File: config.mk
export PLATFORM = sky130hd
export DESIGN_NAME = prog_loader_flat
export DESIGN_NICKNAME = d
export VERILOG_FILES = /design/src/rtl/prog_loader_if.sv /design/src/rtl/prog_loader.sv /design/src/flat_wrapper.sv
export SDC_FILE = /design/constraint.sdc
export NUM_CORES = 1
export LEC_CHECK = 0
export CORE_MARGIN = 4
export CORE_UTILIZATION = 40
export CTS_CLUSTER_SIZE = 24
export DETAILED_ROUTE_END_ITERATION = 10
export GPL_TIMING_DRIVEN = 0
export PLACE_DENSITY = 0.61
export SLEW_MARGIN = 20
export SYNTH_ARGS = -nofsm -noshare
export SYNTH_HDL_FRONTEND = slang
export SYNTH_SLANG_ARGS = --single-unit
File: constraint.sdc
create_clock -name clk -period 6.3 [get_ports clk]
set_input_delay 1.26 -clock clk [delete_from_list [all_inputs] [get_ports clk]]
set_output_delay 1.26 -clock clk [all_outputs]
set_load 0.01 [all_outputs]
File: src/rtl/prog_loader_if.sv
// Byte-stream handshake between the program source and the loader.
// The source drives valid/data; the loader answers with ready.
interface prog_loader_if;
  logic       byte_valid;
  logic [7:0] byte_data;
  logic       byte_ready;

  modport master (output byte_valid, output byte_data, input byte_ready);
  modport slave  (input byte_valid, input byte_data, output byte_ready);
endinterface

File: src/rtl/prog_loader.sv
// Byte-serial program loader: fills instruction memory from a length-prefixed stream,
// verifies an XOR checksum and holds the core in reset until a valid image is in place.
module prog_loader #(
  parameter int ADDR_W = 6
) (
  input  logic              clk,
  input  logic              reset,
  prog_loader_if.slave      bus,
  output logic              imem_we,
  output logic [ADDR_W-1:0] imem_addr,
  output logic [31:0]       imem_wdata,
  output logic              core_reset,
  output logic              done,
  output logic              error
);

  localparam int DEPTH = 1 << ADDR_W;

  typedef enum logic [2:0] {LEN0, LEN1, DATA, CHECK, DONE, ERR} state_t;

  state_t            state_q, state_d;
  logic [7:0]        len_lo_q, len_lo_d;
  logic [ADDR_W:0]   n_q, n_d;
  logic [ADDR_W:0]   word_cnt_q, word_cnt_d;
  logic [1:0]        byte_cnt_q, byte_cnt_d;
  logic [23:0]       asm_q, asm_d;
  logic [7:0]        xor_q, xor_d;
  logic              imem_we_q, imem_we_d;
  logic [ADDR_W-1:0] imem_addr_q, imem_addr_d;
  logic [31:0]       imem_wdata_q, imem_wdata_d;
  logic              core_reset_q, core_reset_d;
  logic              accept;
  logic [15:0]       n_full;

  assign bus.byte_ready = (state_q == LEN0) || (state_q == LEN1) ||
                          (state_q == DATA) || (state_q == CHECK);
  assign accept = bus.byte_valid && bus.byte_ready;
  assign n_full = {bus.byte_data, len_lo_q};

  always_comb begin
    state_d      = state_q;
    len_lo_d     = len_lo_q;
    n_d          = n_q;
    word_cnt_d   = word_cnt_q;
    byte_cnt_d   = byte_cnt_q;
    asm_d        = asm_q;
    xor_d        = xor_q;
    imem_we_d    = 1'b0;
    imem_addr_d  = imem_addr_q;
    imem_wdata_d = imem_wdata_q;

    case (state_q)
      LEN0: begin
        if (accept) begin
          len_lo_d = bus.byte_data;
          state_d  = LEN1;
        end
      end
      LEN1: begin
        if (accept) begin
          if (n_full > 16'(DEPTH)) begin
            state_d = ERR;
          end else if (n_full == 16'd0) begin
            state_d = CHECK;
          end else begin
            n_d     = n_full[ADDR_W:0];
            state_d = DATA;
          end
        end
      end
      DATA: begin
        if (accept) begin
          xor_d      = xor_q ^ bus.byte_data;
          byte_cnt_d = byte_cnt_q + 2'd1;
          case (byte_cnt_q)
            2'd0: asm_d[7:0]   = bus.byte_data;
            2'd1: asm_d[15:8]  = bus.byte_data;
            2'd2: asm_d[23:16] = bus.byte_data;
            default: begin
              // The fourth byte goes straight to the write port so assembly can resume next cycle.
              imem_we_d    = 1'b1;
              imem_addr_d  = word_cnt_q[ADDR_W-1:0];
              imem_wdata_d = {bus.byte_data, asm_q};
              word_cnt_d   = word_cnt_q + 1'b1;
              if (word_cnt_d == n_q) begin
                state_d = CHECK;
              end
            end
          endcase
        end
      end
      CHECK: begin
        if (accept) begin
          state_d = (bus.byte_data == xor_q) ? DONE : ERR;
        end
      end
      default: ;
    endcase

    core_reset_d = (state_d != DONE);
  end

  always_ff @(posedge clk or posedge reset) begin
    if (reset) begin
      state_q      <= LEN0;
      len_lo_q     <= '0;
      n_q          <= '0;
      word_cnt_q   <= '0;
      byte_cnt_q   <= '0;
      asm_q        <= '0;
      xor_q        <= '0;
      imem_we_q    <= 1'b0;
      imem_addr_q  <= '0;
      imem_wdata_q <= '0;
      core_reset_q <= 1'b1;
    end else begin
      state_q      <= state_d;
      len_lo_q     <= len_lo_d;
      n_q          <= n_d;
      word_cnt_q   <= word_cnt_d;
      byte_cnt_q   <= byte_cnt_d;
      asm_q        <= asm_d;
      xor_q        <= xor_d;
      imem_we_q    <= imem_we_d;
      imem_addr_q  <= imem_addr_d;
      imem_wdata_q <= imem_wdata_d;
      core_reset_q <= core_reset_d;
    end
  end

  assign imem_we    = imem_we_q;
  assign imem_addr  = imem_addr_q;
  assign imem_wdata = imem_wdata_q;
  assign core_reset = core_reset_q;
  assign done       = (state_q == DONE);
  assign error      = (state_q == ERR);

endmodule

File: src/flat_wrapper.sv
// flat-port wrapper written by rule: the top's interface ports become plain ports
module prog_loader_flat 
#(
  parameter int ADDR_W = 6
)
  (clk, reset, imem_we, imem_addr, imem_wdata, core_reset, done, error, bus_byte_valid, bus_byte_data, bus_byte_ready);
  prog_loader_if bus_i ();
  input  logic clk;
  input  logic reset;
  output logic imem_we;
  output logic [ADDR_W-1:0] imem_addr;
  output logic [31:0] imem_wdata;
  output logic core_reset;
  output logic done;
  output logic error;
  input wire logic [$bits(bus_i.byte_valid)-1:0] bus_byte_valid;
  input wire logic [$bits(bus_i.byte_data)-1:0] bus_byte_data;
  output wire logic [$bits(bus_i.byte_ready)-1:0] bus_byte_ready;
  assign bus_i.byte_valid = bus_byte_valid;
  assign bus_i.byte_data = bus_byte_data;
  assign bus_byte_ready = bus_i.byte_ready;
  prog_loader #(.ADDR_W(ADDR_W)) u_core (.clk(clk), .reset(reset), .bus(bus_i), .imem_we(imem_we), .imem_addr(imem_addr), .imem_wdata(imem_wdata), .core_reset(core_reset), .done(done), .error(error));
endmodule
---- Word-level counts from Yosys, hierarchy flattened ----
Index checks and enable logic that the tools add are counted.
word-level totals
  input bits .............................. 11
  register bits ........................... 99
cells by class
  bitwise logic cells ..................... 4
  add/subtract/negate cells ............... 2
  $lt $le $gt $ge ......................... 1
  eq/ne operators ......................... 10
  reductions and logical operators ........ 15
  muxes and demuxes ....................... 13
operators by type and width
  kind                                                             number
  two-way mux 3 bit                                                7
  greater-than comparator 16 x 7 -> 1 bit (second input constant)  1
  logical NOT 16 bit                                               1
  case mux 3 bit (4 select lines)                                  1
  AND reduction 3 bit                                              4
  equality test 8 bit                                              1
  bitwise XOR 8 bit                                                1
  adder 7 x 1 -> 7 bit (second input constant)                     1
  equality test 7 bit                                              1
  equality test 3 x 2 -> 1 bit (second input constant)             2
  equality test 3 bit (second input constant)                      2
  two-way mux 1 bit                                                5
  AND reduction 2 bit                                              2
  AND reduction 4 bit                                              1
  equality test 3 x 1 -> 1 bit (second input constant)             1
  logical NOT 3 bit                                                1
  logical OR 1 bit                                                 3
  inequality test 3 bit (second input constant)                    1
  NOT 1 bit                                                        3
  OR reduction 3 bit                                               1
  adder 2 x 1 -> 2 bit (second input constant)                     1
  equality test 2 x 1 -> 1 bit (second input constant)             1
  equality test 2 bit (second input constant)                      1
  logical NOT 2 bit                                                1
  logical AND 1 bit                                                1

---- Logic depth before layout (Yosys ltp) ----
Gate-level depths: netlist of run 1.
  depth after elaboration ................. 8
  gate-level depth with buffers ........... 9

---- Worst setup path after synthesis of run 1 ----
No wires, ideal clock.
  path type ............................... input to register
  from .................................... in bus_byte_data[2]
  to ...................................... reg u_core.n_q[0]
  stages .................................. 6
  setup time .............................. 0.127 ns
  setup slack ............................. 3.277 ns
  data arrival time ....................... 2.896 ns
  required time ........................... 6.173 ns
  cell sequence ........................... clkbuf_1 or4_1 nor4_1 and4_1 buf_6 mux2_1
between the ends
  word-level cells in the longest chain between the ends .. 3
  elaborated cells on any way between the ends .. 5
  those cells by class .................... 1 x order compare; 2 x bitwise; 2 x reduce/logical
RTL lines
  element                                                                        RTL line                              text
  from (decl)                                                                    flat_wrapper.sv:17                    input wire logic [$bits(bus_i.byte_data)-1:0] bus_byte_data;
  greater-than comparator 16 x 7 -> 1 bit or logical NOT 16 bit (tied branches)  prog_loader.sv:61, prog_loader.sv:63
  NOT 1 bit (no source line)                                                     n/a
  AND reduction 4 bit (no source line) *                                         n/a
  to (signal assigned)                                                           prog_loader.sv:119                    n_q <= n_d;
  to (decl)                                                                      prog_loader.sv:23                     logic [ADDR_W:0] n_q, n_d;
Every way passes the cells marked *; elsewhere a longest branch is shown, timed or not.
A chain may end at the register's enable or synchronous reset.

---- Final worst setup path of run 1 ----
  from .................................... in bus_byte_valid
  to ...................................... reg u_core.imem_wdata_q[4], in the netlist u_core.imem_wdata[4]
between the ends
  word-level cells in the longest chain between the ends .. 2
RTL lines
  element                               RTL line            text
  from (decl)                           flat_wrapper.sv:16  input wire logic [$bits(bus_i.byte_valid)-1:0] bus_byte_valid;
  logical AND 1 bit                     prog_loader.sv:37   assign accept = bus.byte_valid && bus.byte_ready;
  AND reduction 3 bit (no source line)  n/a
  to (signal assigned)                  prog_loader.sv:126  imem_wdata_q <= imem_wdata_d;
  to (decl)                             prog_loader.sv:30   logic [31:0] imem_wdata_q, imem_wdata_d;
No other way between the ends.

==> flow_summary_export.csv, run 1 <==
group,metric,value,unit
min_path,holdPathStages,1,
place,dp_hpwl,5.43,mm
logic_synthesis,synth.lib_cells_used.distinct,38,
sta,final-setup-viol-count,0,
sta,final_setup_skew,0.0116,ns
cts,clock_tree_from_tritoncts,"yes",
worst_setup_path,start_kind,"input pin",
cts,cts.root.buffer_cell,"clkbuf_8",
worst_setup_path,critical_path.most_common_cell,"buf_2",
sta,finalHoldViolations,0,
final_layout,final_nets,382,
min_path,worst_hold_path.endpoint,"u_core.imem_addr[2]$_DFFE_PP0P_",
cts,cts_num_sinks,99,
drt,detail-route-antenna-nets,0,
worst_setup_path,worstPathArrival,3.80,ns
worst_setup_path,critPathMaxFanout,10,
pwr,p_leak,2.45,nW
sta,grt_setup_unrepaired,"no",
global_route,grt_max_degree,77,
final_layout,areaGrowthSynthToFinish,20.9,%
logic_synthesis,syn-cell-area,0.00420,mm^2
logic_synthesis,postSynthAreaPerCell,13.8,um^2
global_route,grt_pass1_vias,2609,
sta,final_period_minus_worst_setup_slack,3.56,ns
logic_synthesis,synth.top_cell.area_share,0.584,
pwr,p_sw_frac,0.241,
cts,cts_hold_buffers,0,
worst_setup_path,crit_family,"buffers and inverters",
logic_synthesis,yosys_register_bits,99,
cts,post_cts_resized,0,
worst_setup_path,r2r_cells,7,
outcome,status,"finished clean",
final_layout,layout.cell_area.non_filler,0.00508,mm^2
drt,finalWirelength,7.73,mm
worst_setup_path,worstPathBufferInverterCount,5,
final_layout,n_fill_cell,934,
global_route,global_route_overflow,0,
pwr,power_switching,0.000253,W
worst_setup_path,r2r_slack,3.74,ns
cts,worstSkewPairLatency,0.35,ns
die,die_x,110,um
sta,timing.final.max_slew_violations,0,
die,placement_rows,37,
worst_setup_path,cp_slowest_cell,"clkdlybuf4s50_1",
worst_setup_path,critical_path.reg2reg.endpoint,"u_core.imem_wdata[4]$_DFFE_PP0P_",
pwr,clkPwrFrac,0.360,
sta,setup_ws,2.74,ns
cts,cts-buffers-inserted,9,
final_layout,antennaDiodeCount,0,
sta,period_share,0.565,
min_path,min-delay-path-class,"reg -> reg",
worst_setup_path,cp.required,6.54,ns
pwr,power_frac_seq,0.608,
global_route,grt_pass1_wl,13.6,mm
drt,drt_iter0_markers,71,
die,die_h,110,um
sta,accumulated_negative_setup_slack,0,ns
cts,clk_pin_slew_worst_paths,0.10,ns
global_route,antenna_violations_before_repair,1,
worst_setup_path,worst_setup_path_end_kind,"flip-flop",
pwr,power.ir.vdd_worst,0.0980,mV
place,post_dp_cell_area,0.00489,mm^2
worst_setup_path,cpPeakStageDelay,0.56,ns
die,floorplan.io_pins,54,
final_layout,drive_gt1_frac,0.0809,
pwr,comb_power_share,0.032,
cts,ctsHtreeMaxLevel,3,
logic_synthesis,synth_seq_area_share,0.590,
sta,tightestPinTransition,0.913,ns
global_route,grt.total_usage,0.136,
logic_synthesis,yosys_warnings,0,
min_path,worstHoldStart,"u_core.imem_addr[2]$_DFFE_PP0P_",
logic_synthesis,synth_area_leader_cell,"dfrtp_1",
drt,detail_route.wl_per_cell,15.3,um
place,routabilityCongestion,0.747,
pwr,pwr_density_cell,207,mW/mm^2
pwr,internal_power,0.000798,W
place,dpl_worst_slack,2.33,ns
worst_setup_path,crit_chain,"clkdlybuf4s50_1 -> nor4bb_1 -> buf_2 -> nand2_1 -> inv_2 -> buf_2 -> buf_2 -> mux2_1",
final_layout,multi_input_combinational_cell_area,0.00163,mm^2
worst_setup_path,worst-path-stages,8,
logic_synthesis,synthTopCellsByArea,"dfrtp_1 (58%), mux2_1 (21%), xnor2_1 (5.6%), nand2_1 (1.5%), ha_1 (1.5%)",
die,initial_utilization,0.408,
drt,drt-pass1-iter-count,4,
drt,vias_per_cell,4.96,
place,input_output_buffers,49,
sta,fmax,281,MHz
logic_synthesis,netlist_instances,305,
worst_setup_path,classification_of_the_worst_setup_path,"in -> reg",
sta,slew_headroom,0.390,
cts,ctsLongestPathBuffers,2,
flow_run,cap_viol_max_count,0,
cts,cts.repair_timing.setup_buffer_count,0,
final_layout,layout.area.seq,0.00248,mm^2
worst_setup_path,reg2reg_from,"u_core.state_q[0]$_DFF_PP0_",
logic_synthesis,postSynthNetCount,321,
drt,dr_total_vias,2513,
die,fp.coreArea,0.0103,mm^2
die,design.die.area,0.0122,mm^2
drt,route.detailed.drc,0,
## cells by family after synthesis
family / share of synthesized area
AOI/OAI and AO/OA: 0.0289
xor gates and xnor gates: 0.0647
adders and majority gates: 0.0149
buffers and inverters: 0.0221
DFF: 0.590
muxes: 0.209
and+or+nand+nor: 0.0697
## power groups by stage
stage                     combinational (W)  clock [W]  sequential [W]
after floorplan                   0.0000179          0        0.000651
after global placement            0.0000321          0        0.000652
after detailed placement          0.0000349          0        0.000652
after CTS                         0.0000350   0.000395        0.000639
after global routing              0.0000386   0.000425        0.000640
final                             0.0000332   0.000379        0.000639
## metal layers
metal / global-route usage / up-vias / routed length [um]
li1: - / 1188 / -
met1: 0.193 / 1267 / 3700
met2: 0.209 / 49 / 3560
met3: 0.0312 / 9 / 375
met4: 0.0419 / 0 / 97
met5: 0 / - / 0
## final cells by class
| class | instances | area share |
|---|---|---|
| plain buffers | 14 | 0.0131 |
| clock buffers | 9 | 0.0244 |
| clock inverters | 7 | 0.0121 |
| inverters | 7 | 0.00616 |
| multi-input cells | 185 | 0.320 |
| flip-flops and latches | 99 | 0.488 |
| well taps | 136 | 0.0335 |
| repair buffers | 50 | 0.102 |
## registers in the layout (all words and copies together) (netlist names)
signal	flops
u_core.len_lo_q	8
u_core.state_q	3
u_core.word_cnt_q	7
u_core.imem_addr	6
u_core.xor_q	8
u_core.byte_cnt_q	2
u_core.core_reset	1
u_core.imem_wdata	32
u_core.imem_we	1
u_core.n_q	7
u_core.asm_q	24
## cells in the mapped netlist, drive strengths merged
cell type and number:
nor3 3, nor4bb 1, o2bb2ai 1, ha 5, xor2 4, xnor2 27
inv 7, o2111a 1, nand2 17, a211o 1, nor4 3, o31ai 1
o211ai 1, and3 1, or3b 2, or2 1, dfstp 1, clkbuf 8
a21oi 5, nor2 3, buf 6, dfrtp 98, mux2 78, or4 3
and4 1, o21ai 5, nand2b 2, or4b 1, nand3 5, or3 3
nor4b 1, nand4 5, a2bb2oi 1, a31oi 3
## how the worst max path moves through the flow
stage,startpoint,end,slack (ns)
after floorplan,reset,u_core.asm_q[0]$_DFFE_PP0P_,2.45
after global placement,reset,u_core.imem_wdata[11]$_DFFE_PP0P_,0.95
after detailed placement,bus_byte_valid,u_core.imem_wdata[9]$_DFFE_PP0P_,2.33
after CTS,bus_byte_valid,u_core.imem_wdata[4]$_DFFE_PP0P_,2.70
after global routing,bus_byte_valid,u_core.state_q[0]$_DFF_PP0_,2.48
final,bus_byte_valid,u_core.imem_wdata[4]$_DFFE_PP0P_,2.74
## cells in the final DEF, fill, tap and decap left out, types with 3 or more instances in the layout
cell type / instances
dfrtp_1: 98
mux2_1: 78
clkdlybuf4s50_1: 49
xnor2_1: 27
nand2_1: 17
clkbuf_8: 9
clkbuf_1: 8
buf_2: 5
nand3_1: 5
a21oi_1: 5
nand4_1: 5
ha_1: 5
xor2_1: 4
inv_2: 3
inv_1: 3
or4_1: 3
or3_1: 3
nor4_1: 3
a31oi_1: 3
nor2_1: 3
o21ai_0: 3
nor3_1: 3
clkinv_4: 3
## per-stage QoR
stage / total power (W) / cells / hold WS [ns] / util
final: 0.00105 / 507 / 0.489 / 0.494
after global placement: 0.000684 / 490 / 0.463 / 0.473
after floorplan: 0.000669 / 305 / 0.450 / -
after detailed placement: 0.000687 / 491 / 0.474 / 0.476
after global routing: 0.00110 / 507 / 0.502 / 0.494
after CTS: 0.00107 / 507 / 0.496 / 0.494
No activity file was read; power rests on OpenSTA's default activity.
==> run 2, diff against run 1 <==
--- a/config.mk
+++ b/config.mk
@@ -10,7 +10,7 @@
 export CTS_CLUSTER_SIZE = 24
 export DETAILED_ROUTE_END_ITERATION = 10
 export GPL_TIMING_DRIVEN = 0
-export PLACE_DENSITY = 0.61
+export PLACE_DENSITY = 0.63
 export SLEW_MARGIN = 20
 export SYNTH_ARGS = -nofsm -noshare
 export SYNTH_HDL_FRONTEND = slang
==> constraint.sdc (replaced) <==
create_clock -name clk -period 3.1 [get_ports clk]
set_input_delay 0.62 -clock clk [delete_from_list [all_inputs] [get_ports clk]]
set_output_delay 0.62 -clock clk [all_outputs]
set_load 0.01 [all_outputs]
==> flow_summary_export.csv, run 2 (synthesis results as in run 1) <==
group,metric,value,unit
pwr,pwr_density_cell,419,mW/mm^2
sta,period_share,0.876,
cts,cts-buffers-inserted,9,
final_layout,drive_gt1_frac,0.0885,
pwr,power.ir.vdd_worst,0.198,mV
drt,met2WireLength,3.55,mm
drt,dr_total_vias,2498,
worst_setup_path,start_kind,"input pin",
sta,tightestPinTransition,0.884,ns
worst_setup_path,critical_path.reg2reg.endpoint,"u_core.state_q[0]$_DFF_PP0_",
cts,clk_pin_slew_worst_paths,0.10,ns
global_route,grt_pass1_wl,13.5,mm
sta,slew_headroom,0.409,
die,design.die.area,0.0122,mm^2
die,initial_utilization,0.408,
cts,ctsLongestPathBuffers,2,
global_route,grt_pass1_vias,2671,
worst_setup_path,cpPeakStageDelay,0.56,ns
drt,detail_route.wl_per_cell,14.9,um
place,dp_hpwl,5.49,mm
final_layout,final_nets,384,
sta,final_period_minus_worst_setup_slack,2.72,ns
cts,clock_tree_from_tritoncts,"yes",
worst_setup_path,critical_path.most_common_cell,"buf_2",
final_layout,antennaDiodeCount,0,
sta,final-setup-viol-count,0,
worst_setup_path,worstPathArrival,3.00,ns
drt,finalWirelength,7.60,mm
die,placement_rows,37,
worst_setup_path,classification_of_the_worst_setup_path,"in -> reg",
drt,route.layer.met1.wl,3.62,mm
sta,final_setup_skew,0.00862,ns
final_layout,layout_commonest_cell,"dfrtp_1",
drt,drt_iter0_markers,56,
worst_setup_path,cp_slowest_cell,"clkdlybuf4s50_1",
drt,vias_per_cell,4.91,
min_path,worstHoldStart,"u_core.asm_q[9]$_DFFE_PP0P_",
sta,grt_setup_unrepaired,"no",
cts,cts_hold_buffers,0,
global_route,grt.total_usage,0.135,
drt,top_layer,"met4",
worst_setup_path,r2r_cells,9,
sta,hold_ws,0.484,ns
drt,dr_wl_met3,312,um
drt,drt-pass1-iter-count,6,
sta,finalHoldViolations,0,
min_path,holdPathStages,1,
cts,ctsHtreeMaxLevel,3,
worst_setup_path,worst_setup_path_end_kind,"flip-flop",
worst_setup_path,critPathMaxFanout,10,
cts,cts.root.buffer_cell,"clkbuf_8",
global_route,grt_max_degree,31,
min_path,worst_hold_path.endpoint,"u_core.imem_wdata[9]$_DFFE_PP0P_",
worst_setup_path,cp.required,3.39,ns
die,floorplan.io_pins,54,
drt,detail-route-antenna-nets,0,
worst_setup_path,reg2reg_from,"u_core.state_q[0]$_DFF_PP0_",
min_path,min-delay-path-class,"reg -> reg",
drt,route.detailed.drc,0,
worst_setup_path,crit_chain,"clkdlybuf4s50_1 -> nor4bb_1 -> buf_2 -> nand2_2 -> inv_2 -> buf_2 -> buf_2 -> nand4_1 -> a21oi_1 -> o2bb2ai_1",
cts,worstSkewPairLatency,0.36,ns
global_route,global_route_overflow,0,
place,input_output_buffers,49,
final_layout,areaGrowthSynthToFinish,21.8,%
sta,fmax,368,MHz
pwr,p_leak,2.47,nW
flow_run,cap_viol_max_count,0,
final_layout,postLayoutCoreUtil,0.498,
final_layout,most_frequent_cells_in_the_layout,"dfrtp_1 (98), mux2_1 (78), clkdlybuf4s50_1 (49)",
place,routabilityCongestion,0.746,
global_route,antenna_violations_before_repair,0,
sta,timing.final.max_slew_violations,0,
die,die_h,110,um
outcome,status,"finished clean",
worst_setup_path,r2r_slack,0.75,ns
cts,cts_num_sinks,99,
die,die_x,110,um
die,fp.coreArea,0.0103,mm^2
final_layout,number_of_flip_flops_in_the_largest_register,32,
-- run 2: cell types whose count changed in the layout (fill, tap and decap cells not counted), sizes merged --
| cell | delta |
|---|---|
| buf | +2 |
| inv | +1 |
| clkinv | -2 |
| clkinvlp | +1 |
-- run 2: worst max-delay path by stage --
stage                                   to             start  slack, ns  cells past startpoint
6_report       u_core.state_q[0]$_DFF_PP0_    bus_byte_valid       0.38                     10
5_1_grt        u_core.state_q[0]$_DFF_PP0_    bus_byte_valid       0.13                     10
4_1_cts        u_core.state_q[0]$_DFF_PP0_    bus_byte_valid       0.16                     10
3_5_place_dp   u_core.state_q[0]$_DFF_PP0_    bus_byte_valid      -0.21                     10
3_3_place_gp   u_core.state_q[0]$_DFF_PP0_    bus_byte_valid      -0.27                     10
2_1_floorplan    u_core.n_q[0]$_DFFE_PP0P_  bus_byte_data[2]       0.72                      6
-- run 2: timing repair --
action,in CTS,in global routing
endpoints found under the setup margin,0,1
buffers inserted,0,0
gates resized for setup,0,1
-- run 2: worst max-delay path, delay by kind of cell --
family                 cells  cell delay (ns)
AND/OR/NAND/NOR            3             0.61
AO/OA/AOI/OAI              2             0.30
buffers and inverters      5             1.47
-- run 2: final cells by class --
type,count,area (um^2)
Timing Repair Buffer,52,558
Sequential cell,99,2480
Tap cell,136,170
Inverter,7,30.0
Clock buffer,9,124
Clock inverter,7,58.8
Multi-Input combinational cell,185,1630
Buffer,14,66.3
Fill cell,930,5160
-- run 2: power breakdown --
group	total [W]	internal [W]	switching [W]
sequential	0.00130	0.00130	0.00000375
combinational	0.0000726	0.0000257	0.0000469
clock	0.000772	0.000306	0.000466
total	0.00214	0.00163	0.000516
-- run 2: layer usage --
metal,up-vias,GRT usage
li1,1195,-
met1,1250,0.187
met2,43,0.209
met3,10,0.0334
met4,0,0.0443
met5,-,0
-- run 2: metrics by stage --
stage	worst slack [ns]	instance area (um^2)	TNS [ns]	instances	power, W
2_1_floorplan	0.717	4200	0	305	0.00136
3_3_place_gp	-0.270	4860	-4.12	490	0.00139
3_5_place_dp	-0.214	4930	-3.28	493	0.00140
4_1_cts	0.159	5110	0	509	0.00218
5_1_grt	0.135	5110	0	509	0.00225
6_report	0.383	5110	0	509	0.00214
